--- src/rtl/ps2_key_event_sequencer.sv ---
// PS/2 Set 2 key event sequencer: decodes the E0/F0 prefixes, suppresses
// typematic repeats with a held-key bitmap and queues events in a FWFT FIFO.
//
// Ports:
//   Clk, reset        clock, asynchronous active-high reset
//   byteIn/byteValid  scan-code byte stream from the PS/2 receiver
//   evReady           consumer accepts the head event
//   evValid/evCode/evExt/evPress  head event of the queue
//   anyHeld           at least one key is currently held
//   overflow          sticky, an event was dropped on a full queue
//   dropCount         saturating count of dropped events
//   protoErr          sticky, illegal prefix sequence or prefix timeout
module ps2_key_event_sequencer #(
    parameter int FIFO_DEPTH     = 8,
    parameter int TIMEOUT_CYCLES = 50000
) (
    input  logic       Clk,
    input  logic       reset,
    input  logic [7:0] byteIn,
    input  logic       byteValid,
    input  logic       evReady,
    output logic       evValid,
    output logic [7:0] evCode,
    output logic       evExt,
    output logic       evPress,
    output logic       anyHeld,
    output logic       overflow,
    output logic [7:0] dropCount,
    output logic       protoErr
);

    localparam int AW = $clog2(FIFO_DEPTH);
    localparam int TW = $clog2(TIMEOUT_CYCLES + 1);
    localparam logic [AW:0]   DEPTH_C  = (AW + 1)'(FIFO_DEPTH);
    localparam logic [TW-1:0] TMO_LAST = TW'(TIMEOUT_CYCLES - 1);

    typedef enum logic [1:0] {
        S_IDLE,
        S_EXT,
        S_BRK,
        S_EXT_BRK
    } state_e;

    state_e        state_q, state_d;
    logic [TW-1:0] tmo_q, tmo_d;
    logic          err_set;
    logic          ev_fire;
    logic          ev_ext;
    logic          ev_press;
    logic [7:0]    ev_code;
    logic          is_e0, is_f0;

    logic [511:0]  held_q, held_d;
    logic [8:0]    held_idx;
    logic          push;

    logic [9:0]    mem_q [FIFO_DEPTH];
    logic [AW-1:0] rd_q, wr_q;
    logic [AW:0]   cnt_q, cnt_d;
    logic          full, pop, wr_en, drop;
    logic [9:0]    head;

    logic          proto_q, ovf_q;
    logic [7:0]    drop_q;

    // Prefix FSM. The timeout counter only runs while a prefix is pending
    // and restarts from zero on every accepted byte.
    always_comb begin
        state_d  = state_q;
        tmo_d    = '0;
        err_set  = 1'b0;
        ev_fire  = 1'b0;
        ev_ext   = 1'b0;
        ev_press = 1'b1;
        ev_code  = byteIn;
        is_e0    = (byteIn == 8'hE0);
        is_f0    = (byteIn == 8'hF0);
        if (byteValid) begin
            unique case (state_q)
                S_IDLE: begin
                    if (is_e0) begin
                        state_d = S_EXT;
                    end else if (is_f0) begin
                        state_d = S_BRK;
                    end else begin
                        ev_fire = 1'b1;
                    end
                end
                S_EXT: begin
                    if (is_f0) begin
                        state_d = S_EXT_BRK;
                    end else if (is_e0) begin
                        state_d = S_IDLE;
                        err_set = 1'b1;
                    end else begin
                        state_d = S_IDLE;
                        ev_fire = 1'b1;
                        ev_ext  = 1'b1;
                    end
                end
                S_BRK: begin
                    state_d = S_IDLE;
                    if (is_e0 || is_f0) begin
                        err_set = 1'b1;
                    end else begin
                        ev_fire  = 1'b1;
                        ev_press = 1'b0;
                    end
                end
                S_EXT_BRK: begin
                    state_d = S_IDLE;
                    if (is_e0 || is_f0) begin
                        err_set = 1'b1;
                    end else begin
                        ev_fire  = 1'b1;
                        ev_ext   = 1'b1;
                        ev_press = 1'b0;
                    end
                end
            endcase
        end else if (state_q != S_IDLE) begin
            // A byte on the expiry cycle wins, so expiry is only checked here.
            if (tmo_q == TMO_LAST) begin
                state_d = S_IDLE;
                err_set = 1'b1;
            end else begin
                tmo_d = tmo_q + 1'b1;
            end
        end
    end

    // A make pushes only when the key was up, a break only when it was down;
    // the bitmap tracks the key even if the queue drops the event.
    always_comb begin
        held_idx = {ev_ext, ev_code};
        held_d   = held_q;
        push     = ev_fire && (ev_press ^ held_q[held_idx]);
        if (push) begin
            held_d[held_idx] = ev_press;
        end
    end

    assign full  = (cnt_q == DEPTH_C);
    assign pop   = evValid && evReady;
    assign wr_en = push && (!full || pop);
    assign drop  = push && full && !pop;

    always_comb begin
        cnt_d = cnt_q;
        unique case ({wr_en, pop})
            2'b10:   cnt_d = cnt_q + 1'b1;
            2'b01:   cnt_d = cnt_q - 1'b1;
            default: cnt_d = cnt_q;
        endcase
    end

    always_ff @(posedge Clk or posedge reset) begin
        if (reset) begin
            state_q <= S_IDLE;
            tmo_q   <= '0;
            held_q  <= '0;
            rd_q    <= '0;
            wr_q    <= '0;
            cnt_q   <= '0;
            proto_q <= 1'b0;
            ovf_q   <= 1'b0;
            drop_q  <= '0;
        end else begin
            state_q <= state_d;
            tmo_q   <= tmo_d;
            held_q  <= held_d;
            cnt_q   <= cnt_d;
            if (wr_en) begin
                wr_q <= wr_q + 1'b1;
            end
            if (pop) begin
                rd_q <= rd_q + 1'b1;
            end
            if (err_set) begin
                proto_q <= 1'b1;
            end
            if (drop) begin
                ovf_q <= 1'b1;
                if (drop_q != 8'hFF) begin
                    drop_q <= drop_q + 1'b1;
                end
            end
        end
    end

    // Storage needs no reset: the head is masked while the queue is empty.
    always_ff @(posedge Clk) begin
        if (wr_en) begin
            mem_q[wr_q] <= {ev_ext, ev_press, ev_code};
        end
    end

    assign head      = mem_q[rd_q];
    assign evValid   = (cnt_q != '0);
    assign evCode    = evValid ? head[7:0] : 8'h00;
    assign evPress   = evValid ? head[8] : 1'b0;
    assign evExt     = evValid ? head[9] : 1'b0;
    assign anyHeld   = |held_q;
    assign overflow  = ovf_q;
    assign dropCount = drop_q;
    assign protoErr  = proto_q;

endmodule

--- config.mk ---
export PLATFORM = sky130hd
export DESIGN_NAME = ps2_key_event_sequencer
export DESIGN_NICKNAME = d
export VERILOG_FILES = /design/src/rtl/ps2_key_event_sequencer.sv
export SDC_FILE = /design/constraint.sdc
export NUM_CORES = 1
export LEC_CHECK = 0
export ABC_AREA = 1
export BUFFER_PORTS_ARGS = -buffer_cell sky130_fd_sc_hd__buf_2
export CORE_ASPECT_RATIO = 1.5
export CORE_MARGIN = 2
export CORE_UTILIZATION = 40
export CTS_CLUSTER_DIAMETER = 200
export DETAILED_ROUTE_END_ITERATION = 10
export SYNTH_ARGS = -nofsm -noshare
export SYNTH_HDL_FRONTEND = slang
export SYNTH_SLANG_ARGS = --single-unit
export TNS_END_PERCENT = 100
--- constraint.sdc ---
create_clock -name Clk -period 21.9 [get_ports Clk]
set_clock_uncertainty 0.15 [all_clocks]
set_input_delay 4.38 -clock Clk [delete_from_list [all_inputs] [get_ports Clk]]
set_output_delay 4.38 -clock Clk [all_outputs]
set_load 0.05 [all_outputs]
# After elaboration in Yosys (flattened, before gate mapping)
# Memory sizes are Yosys's and may differ from the RTL's.
# Index checks and enable logic that the tools add are counted.
word_totals:
  mem_bits_rw: 80
  inputBits: 12
  word_cells: 89
  rom_bits: 0
  n_memories: 1
  out_inout_bits: 22
  reg_bits: 550
  latchBits: 0
op_classes:
  n_div: 0
  n_eq_ne: 11
  addsub: 6
  order_cmp: 2
  n_mux: 39
  reduce_logical: 20
  shift: 0
  bitwise: 1
  n_mul: 0
mem_list:
  columns: ["name", "depth", "width", "rd", "rd_ports_with_merged_regs", "wr", "line", "source"]
  rows:
  - ["mem_q", 8, 10, 1, 0, 1, "57", "logic [9:0] mem_q [FIFO_DEPTH];"]
op_table:
  columns: ["cell", "n"]
  rows:
  - ["512-bit bitwise mux", 1]
  - ["512-bit OR reduction", 1]
  - ["16-bit 2-to-1 mux", 3]
  - ["1-bit 2-to-1 mux", 21]
  - ["16-bit by 1-bit adder with 16-bit output (second input constant)", 1]
  - ["16-bit == test (second input constant)", 1]
  - ["8-bit == test (second input constant)", 2]
  - ["2-bit 2-to-1 mux", 6]
  - ["9-bit by 10-bit < comparator with 1-bit output (second input constant)", 1]
  - ["1-bit binary-select mux with 9-bit select", 1]
  - ["1-bit demux with 9-bit select", 1]
  - ["9-bit by 1-bit >= comparator with 1-bit output (second input constant)", 1]
  - ["8-bit by 1-bit adder with 8-bit output (second input constant)", 1]
  - ["8-bit 2-to-1 mux", 1]
  - ["8-bit != test (second input constant)", 1]
  - ["4-bit case mux with 2 select lines", 1]
  - ["2-bit nonzero test", 4]
  - ["3-bit by 1-bit adder with 3-bit output (second input constant)", 2]
  - ["2-bit == test (second input constant)", 3]
  - ["1-bit logical AND", 6]
  - ["2-bit case mux with 3 select lines", 1]
  - ["4-bit by 1-bit adder with 4-bit output (second input constant)", 1]
  - ["2-bit by 1-bit == test with 1-bit output (second input constant)", 2]
  - ["4-bit == test (second input constant)", 1]
  - ["other kinds (12)", 15]

# Longest topological paths before layout
# Gate-level depths: netlist of the first run.
logic_depth:
  word_depth: 12
  ltp_mapped: 29

# Least setup slack after synthesis of the first run
# Ideal clock, no wire load.
synth_timing:
  path_kind: "input-to-reg"
  start: "input byteIn[0]"
  end: "memory mem_q[0][0] (enable)"
  arrival_time_ns: 6.855
  cell_stages: 21
  setup_time_ns: 0.351
  setup_slack_ns: 14.544
  path_buffers: 3
  path_cell_list: "buf_6 buf_8 nor2_8 nand2_4 nor3_4 inv_2 nand3_2 inv_2 nor3_4 nand2_1 nand2_1 nor2_2 nand2_1 nand2_2 nand2_4 buf_8 inv_2 nor2_4 inv_2 or2_4 nor2_2"
synth_via:
  elab_chain_len: 12
  elab_cells_between_ends: 22
synth_lines:
  columns: ["element", "line", "source"]
  rows:
  - ["start, declared", "19", "input logic [7:0] byteIn,"]
  - ["8-bit == test, on equally long branches", "76, 77", null]
  - ["1-bit 2-to-1 mux / 1-bit logical OR (equally long branches)", "92, 112", null]
  - ["1-bit 2-to-1 mux, on equally long branches", "90, 112", null]
  - ["1-bit case mux with 2 select lines (*)", "79", "unique case (state_q)"]
  - ["1-bit 2-to-1 mux (*)", "78", "if (byteValid) begin"]
  - ["named net ev_ext", "48", "logic ev_ext;"]
  - ["1-bit binary-select mux with 9-bit select (*)", "137", "push = ev_fire && (ev_press ^ held_q[held_idx]);"]
  - ["1-bit 2-to-1 mux (implied by the code) (*)", "137", null]
  - ["1-bit XOR (*)", "137", null]
  - ["1-bit logical AND (*)", "137", null]
  - ["1-bit logical AND (*)", "145", "assign wr_en = push && (!full || pop);"]
  - ["1-bit 2-to-1 mux (*)", "193", "if (wr_en) begin"]
  - ["1-bit 2-to-1 mux (implied by the code) (*)", "194", "mem_q[wr_q] <= {ev_ext, ev_press, ev_code};"]
  - ["end, declared", "57", null]
# The timed path passes the listed nets; every way through them passes the cells marked *. The select of a mux whose other input is x is not followed.

# Worst setup path in the final report of the first run
layout_timing:
  start: "input byteIn[0]"
  end: "memory mem_q[3][5] (enable)"
layout_via:
  elab_chain_len: 12
  elab_cells_between_ends: 22
layout_lines:
  columns: ["element", "line"]
  rows:
  - ["8-bit == test, on equally long branches", "76, 77"]
  - ["1-bit 2-to-1 mux / 1-bit logical OR (equally long branches)", "92, 103, 112"]
  - ["1-bit 2-to-1 mux, on equally long branches", "90, 103, 112"]
  - ["1-bit case mux with 2 select lines", "79"]
  - ["1-bit 2-to-1 mux", "78"]
  - ["1-bit binary-select mux with 9-bit select", "137"]
  - ["1-bit 2-to-1 mux (implied by the code)", "137"]
  - ["1-bit XOR", "137"]
  - ["1-bit logical AND (*)", "137"]
  - ["1-bit logical AND (*)", "145"]
  - ["1-bit 2-to-1 mux (*)", "193"]
  - ["1-bit 2-to-1 mux (implied by the code) (*)", "194"]
# Mark *: on every way between the ends. The rest lies on a longest branch, timed or not. The select of a mux whose other input is x is not followed.

==> metrics.yaml, run 1 <==
crit_top_cell: "nand2_1"
synth_top_area_share_pct: 41.0
dpl.cell_count: 5499
slew_violations: 0
relSlewSlack_pct: 9.24
clkPwrFrac_pct: 36.4
grt_pass1_wl_um: 177000
htreeDepth: 3
worst_setup_path_start_kind: "input pin"
netlist_area_um2: 33600
synth_edf_count: 80
maxCapViolations: 0
initial_core_util_pct: 40.2
via_per_inst: 5.45
p_int_mw: 2.03
fill_cells: 8428
synth_top_family_by_area: "simple AND/OR/NAND/NOR gates"
finalSetupViolCount: 0
core-area_um2: 83400
synth_flop_cell: "dfrtp_1"
wl_per_cell_um: 20.6
die_h_um: 359
synth_area_leader_cell: "dfrtp_1"
post-route-min-period_ns: 10.24
routed_wl_um: 116000
rr_endpoint: "mem_q[3][5]"
route.detailed.drc: 0
fin_crit_sh_pct: 46.7
crit_chain: "buf_8, buf_4, buf_12, buf_4, nor2_2, a21oi_1, nand2_1, nand2_1, nand2_1, nor2_1, nor2_1, nor2_1, nand2_1, nand2_1, nand2_1, nor2_2, nand3_2, nand2_8, inv_2, nor2_4, nand2_1, nor2_1"
cp_slowest_cell: "buf_4"
drt_pass1_iterations: 9
yosys-top-cells-area: "dfrtp_1, nand2_1, edfxtp_1"
post_synth_and_or_nand_nor_area_fraction_pct: 31.2
cts-root-buf: "clkbuf_16"
p_seq_share_pct: 42.3
clkSlewWorstSetupHoldPaths_ns: 0.06
r2r-start: "state_q[0]"
grt.overflow.total: 0
switchingPower_mw: 1.05
grt_pass1_vias: 28984
cts_buffers: 66
hp-class: "register to register"
tightest_slew_ns: 1.36
drive_gt1_share_pct: 5.70
rsz0062_at_grt: "false"
path_buf_inv: 5
crit_family: "simple AND/OR/NAND/NOR gates"
p_leak_nw: 16.2
grt_antenna_before_repair: 1
synth_area_per_cell_um2: 7.35
cts_sinks: 630
postSynthCellCount: 4569
cts_hold_buf: 0
fin_cells: 5617
synth-adder-area-share_pct: 0.186
grt_usage_pct: 26.9
hp-start: "held_q[480]"
drtIter0Drc: 2797
die_w_um: 241
ant_nets: 0
worstHoldEndpoint: "held_q[480]"
clock_latency_ns: 0.63
ys_ff_latch: 630
crit_type: "input pin to register"
ys_async_sr_fraction_pct: 87.3
synth_compound_area_share_pct: 12.0
hold_depth: 0
vdd_ir_drop_max_mv: 0.0811
cts_tree: "yes"
gp_congestion: 0.878
swShare_pct: 34.2
cts_resized: 0
netlist-cell-type-count: 39
hpwlAfterDp_um: 67600
num_rows: 130
vias: 30632
cp_max_fo: 198
synth_mux_area_share_pct: 0
status: "completed"
crit_path_end_kind: "register"
power_density_nw_per_um2: 85.1
ys_seq_area_share_pct: 48.1
grt_max_degree: 199
portBuffers: 33
pwr-share-comb_pct: 21.2
syn_nets: 4586
syn2layout_area_growth_pct: 8.06
setup_tns_ns: 0
hold_viol: 0
nets: 4462
postCtsSetupBuffers: 0
synth_xor_area_share_pct: 0.339
fmax_mhz: 97.7
r2r.worst_path.cells: 12
die-area_um2: 86300
worstPathArrival_ns: 10.32
max_stage_delay_ns: 0.89
synth_warnings: 0
cp.required_ns: 21.98
reg2reg_slack_ns: 17.49
clock_path_buffers: 3
ioPinCount: 34
worst reg2reg max path, cell delays in order, from the launching register on:
cell      delay [ns]
dfrtp_1         0.41
nand3_2         0.19
nand2_1         0.28
clkinv_1        0.52
nand2_1         0.23
nand2_1         0.08
nor2_2          0.11
nand3_2         0.17
nand2_8         0.56
inv_2           0.18
nor2_4          0.18
nand2_1         0.12
nor2_1          0.85
worst max-delay path by stage:
| stage | to | depth (start not counted) | start |
|---|---|---|---|
| global placement | mem_q[3][9] | 22 | byteIn[0] |
| global route | held_q[410] | 23 | byteIn[0] |
| detailed placement | mem_q[3][9] | 22 | byteIn[0] |
| finish | mem_q[3][5] | 22 | byteIn[0] |
| CTS | mem_q[3][5] | 22 | byteIn[0] |
| floorplan | cnt_q[0] | 1 | reset |
cell families after synthesis:
kind of cell	count (synthesis)
compound gates	788
xor+xnor	13
fa+ha+maj	5
buf+inv	608
flops	630
simple gates	2525
registers in the layout, indices dropped and copies added, names as in the netlist:
signal / flops
cnt_q: 4
wr_q: 3
dropCount: 8
protoErr: 1
overflow: 1
mem_q: 80
state_q: 2
held_q: 512
tmo_q: 16
rd_q: 3
area by class of cell:
class	instances	area (um2)	share of cell area, %
inverter	332	1260	3.48
sequential	630	16200	44.6
clock buffer	103	2040	5.61
antenna	1	2.50	0.00690
timing repair buffer	84	586	1.61
clock inverter	14	81.3	0.224
tap	1122	1400	3.87
multi-input combinational	3331	14700	40.6
cell usage in the layout (no fill, tap or decap), types with 2 or more instances in the layout:
master and count:
nor3_4 3, nand2_1 1545, clkbuf_16 70, a31oi_1 10, a211oi_1 5, buf_12 2
nand3_1 264, o21ai_1 290, nor4_1 113, buf_2 31, clkbuf_1 17, o21a_1 12
nor2_4 7, inv_6 2, inv_2 19, buf_4 50, edfxtp_1 80, nand3_2 2
nor2_1 438, o22ai_1 12, o21ai_0 202, nor2_2 19, inv_1 306, clkinv_1 4
ha_1 5, clkbuf_8 16, xor2_1 10, inv_8 2, xnor2_1 3, clkinv_2 11
dfrtp_1 550, nand4_1 64, nand2_2 14, a21oi_1 255, nor3_1 50
synthesized netlist by cell type, types with 4 or more instances:
library cell	count
a211oi_1	5
a21oi_1	255
a31oi_1	10
buf_1	39
buf_2	38
buf_4	16
buf_6	42
clkbuf_1	138
clkinv_1	4
dfrtp_1	550
edfxtp_1	80
ha_1	5
inv_1	308
inv_2	20
nand2_1	1545
nand2_2	14
nand3_1	264
nand4_1	64
nor2_1	454
nor2_2	8
nor3_1	50
nor4_1	113
o21a_1	12
o21ai_0	202
o21ai_1	290
o22ai_1	12
xor2_1	10
metrics by stage:
step	instance area, um2	util, %	worst slack (ns)	hold WS [ns]	power (mW)
3_5_place_dp	34200	40.9	10.86	0.242	1.98
6_report	36300	43.5	11.66	0.251	3.09
5_1_grt	36300	43.5	10.99	0.263	3.22
2_1_floorplan	33600	-	1.99	0.283	1.80
4_1_cts	36300	43.5	11.51	0.255	3.10
3_3_place_gp	34200	40.9	10.92	0.237	1.98
metal layers:
| metal | share of wire (%) | track usage (%) |
|---|---|---|
| met3 | 6.5 | 4.00 |
| met1 | 39 | 32.3 |
| met4 | 6.6 | 16.2 |
| met5 | 0 | 0 |
| met2 | 48 | 45.2 |
power by group through the flow:
stage | logic, mW | clock network (mW) | registers [mW]
2_1_floorplan | 0.482 | 0 | 1.32
3_3_place_gp | 0.649 | 0 | 1.33
3_5_place_dp | 0.653 | 0 | 1.33
4_1_cts | 0.655 | 1.14 | 1.31
5_1_grt | 0.716 | 1.19 | 1.31
6_report | 0.655 | 1.13 | 1.31
(Power assumes the default switching activity.)
==> run 2: changes to the inputs <==
- clock period: 21.9 -> 9.8 ns (I/O delays scaled with it)
==> run 2 against run 1 <==
- sequential share of layout area shrank 0.052 points
- sequential power increased by 120%
- non-clock buffer count grew 1
- die area did not move
- global-route usage fell by 0.15 points
- critical endpoint is now held_q[376]
- largest cell class unchanged
==> metrics.yaml, run 2 (same netlist as run 1, synthesis figures left out) <==
nets: 4458
crit_path_end_kind: "register"
clock_latency_ns: 0.66
drive_gt1_share_pct: 5.59
final_cell_mix: "nand2_1, dfrtp_1, nor2_1"
route.detailed.drc: 0
num_rows: 130
initial_core_util_pct: 40.2
worstHoldEndpoint: "held_q[496]"
grt_pass1_vias: 29371
postCtsSetupBuffers: 0
ioPinCount: 34
portBuffers: 33
crit_chain: "buf_2, inv_1, nand2_1, clkinv_1, buf_4, nand2_1, nand2_1, nor2_1, nor2_1, nor2_1, nand2_1, nand2_1, nand2_1, nor2_2, nand3_2, nand2_8, nand2_2, inv_2, nand2_1, nor2_1, a21oi_1"
worst_setup_path_start_kind: "input pin"
max_stage_delay_ns: 0.88
worstPathArrival_ns: 7.25
cts-root-buf: "clkbuf_16"
switchingPower_mw: 2.37
largest_reg_flops: 512
hp-class: "register to register"
hp-start: "held_q[496]"
syn2layout_area_growth_pct: 8.19
cts_buffers: 61
grt_max_degree: 151
hold_depth: 0
pwr-share-comb_pct: 21.3
finalPower_mw: 6.95
cp_max_fo: 92
post-route-min-period_ns: 6.87
status: "completed"
grt_pass1_wl_um: 177000
die-area_um2: 86300
drt_pass1_iterations: 6
swShare_pct: 34.1
drtIter0Drc: 2911
top_register: "held_q"
vias: 30627
finalSetupViolCount: 0
wl_per_cell_um: 20.5
core-area_um2: 83400
reg2reg_slack_ns: 5.37
tightest_slew_ns: 1.25
cts_tree: "yes"
p_leak_nw: 16.2
maxCapViolations: 0
cts_hold_buf: 0
rr_endpoint: "held_q[376]"
cp.required_ns: 10.18
clkSlewWorstSetupHoldPaths_ns: 0.06
grt_antenna_before_repair: 0
rsz0062_at_grt: "false"
clkPwrFrac_pct: 36.9
path_buf_inv: 5
p_int_mw: 4.58
power_density_nw_per_um2: 191
r2r-start: "held_q[393]"
r2r.worst_path.cells: 20
grt.overflow.total: 0
crit_top_cell: "nand2_1"
setup_tns_ns: 0
relSlewSlack_pct: 16.4
grt_usage_pct: 26.7
cp_slowest_cell: "inv_2"
via_per_inst: 5.46
fmax_mhz: 146
cts_sinks: 630
htreeDepth: 2
gp_congestion: 0.849
slew_violations: 0
fin_crit_sh_pct: 70.1
cts_resized: 0
p_seq_share_pct: 41.7
final_common_cell: "nand2_1"
die_h_um: 359
crit_type: "input pin to register"
die_w_um: 241
vdd_ir_drop_max_mv: 0.183
routed_wl_um: 115000
reg_top3: "held_q: 512 flops, mem_q: 80 flops, tmo_q: 16 flops"
clock_path_buffers: 3
crit_family: "buffers and inverters"
hpwlAfterDp_um: 68000
hold_viol: 0
ant_nets: 0
run 2: per-stage QoR:
stage,hold slack (ns),setup WS [ns],std cells,cell area [um2],utilization (%)
floorplan,0.283,0.206,4569,33600,-
global placement,0.246,2.31,5500,34200,41.0
detailed placement,0.247,2.27,5500,34200,41.0
CTS,0.263,2.96,5611,36300,43.5
global route,0.280,2.61,5611,36300,43.5
finish,0.262,2.93,5612,36300,43.5
run 2: metal layers:
metal | share of wire, % | track usage [%] | wire [um]
met3 | 6.6 | 3.82 | 7630
met5 | 0 | 0 | 0
met2 | 48 | 44.7 | 55100
met1 | 40 | 33.3 | 45700
met4 | 6.0 | 14.1 | 6880
run 2: power groups by stage:
stage,sequential [mW],clock [mW],combinational [mW]
after detailed placement,2.95,0,1.48
after global routing,2.92,2.70,1.62
after global placement,2.95,0,1.47
after floorplan,2.95,0,1.08
final,2.90,2.57,1.48
after CTS,2.90,2.60,1.48
run 2: final cells by class:
class	count	area (um2)
fill	8392	47100
clock inverter	32	437
inverter	332	1260
antenna	1	2.50
tap	1122	1400
timing repair buffer	85	643
multi-input combinational	3331	14700
sequential	630	16200
clock buffer	79	1680
run 2: worst max path at each step:
stage	from	endpoint	slack, ns	cells past startpoint
floorplan	reset	cnt_q[0]	0.21	1
global placement	byteIn[2]	mem_q[7][2]	2.31	20
detailed placement	byteIn[2]	mem_q[7][2]	2.27	20
CTS	byteIn[2]	mem_q[7][5]	2.96	20
global route	byteIn[0]	held_q[504]	2.61	23
finish	byteIn[2]	held_q[376]	2.93	21
run 2: worst reg2reg max path, cell delays in order, from the launching register on:
cell and delay (ns):
dfrtp_1 0.40, nand2_1 0.07, o21ai_1 0.07, nand2_1 0.08
nand2_1 0.09, nand2_1 0.06, nand2_1 0.07, nor2_1 0.33
nor2_1 0.19, nor2_1 0.26, nand2_1 0.08, nand2_1 0.06
nand2_1 0.06, nor2_2 0.13, nand3_2 0.16, nand2_8 0.60
nand2_2 0.19, inv_2 0.88, nand2_1 0.20, nor2_1 0.15
a21oi_1 0.06
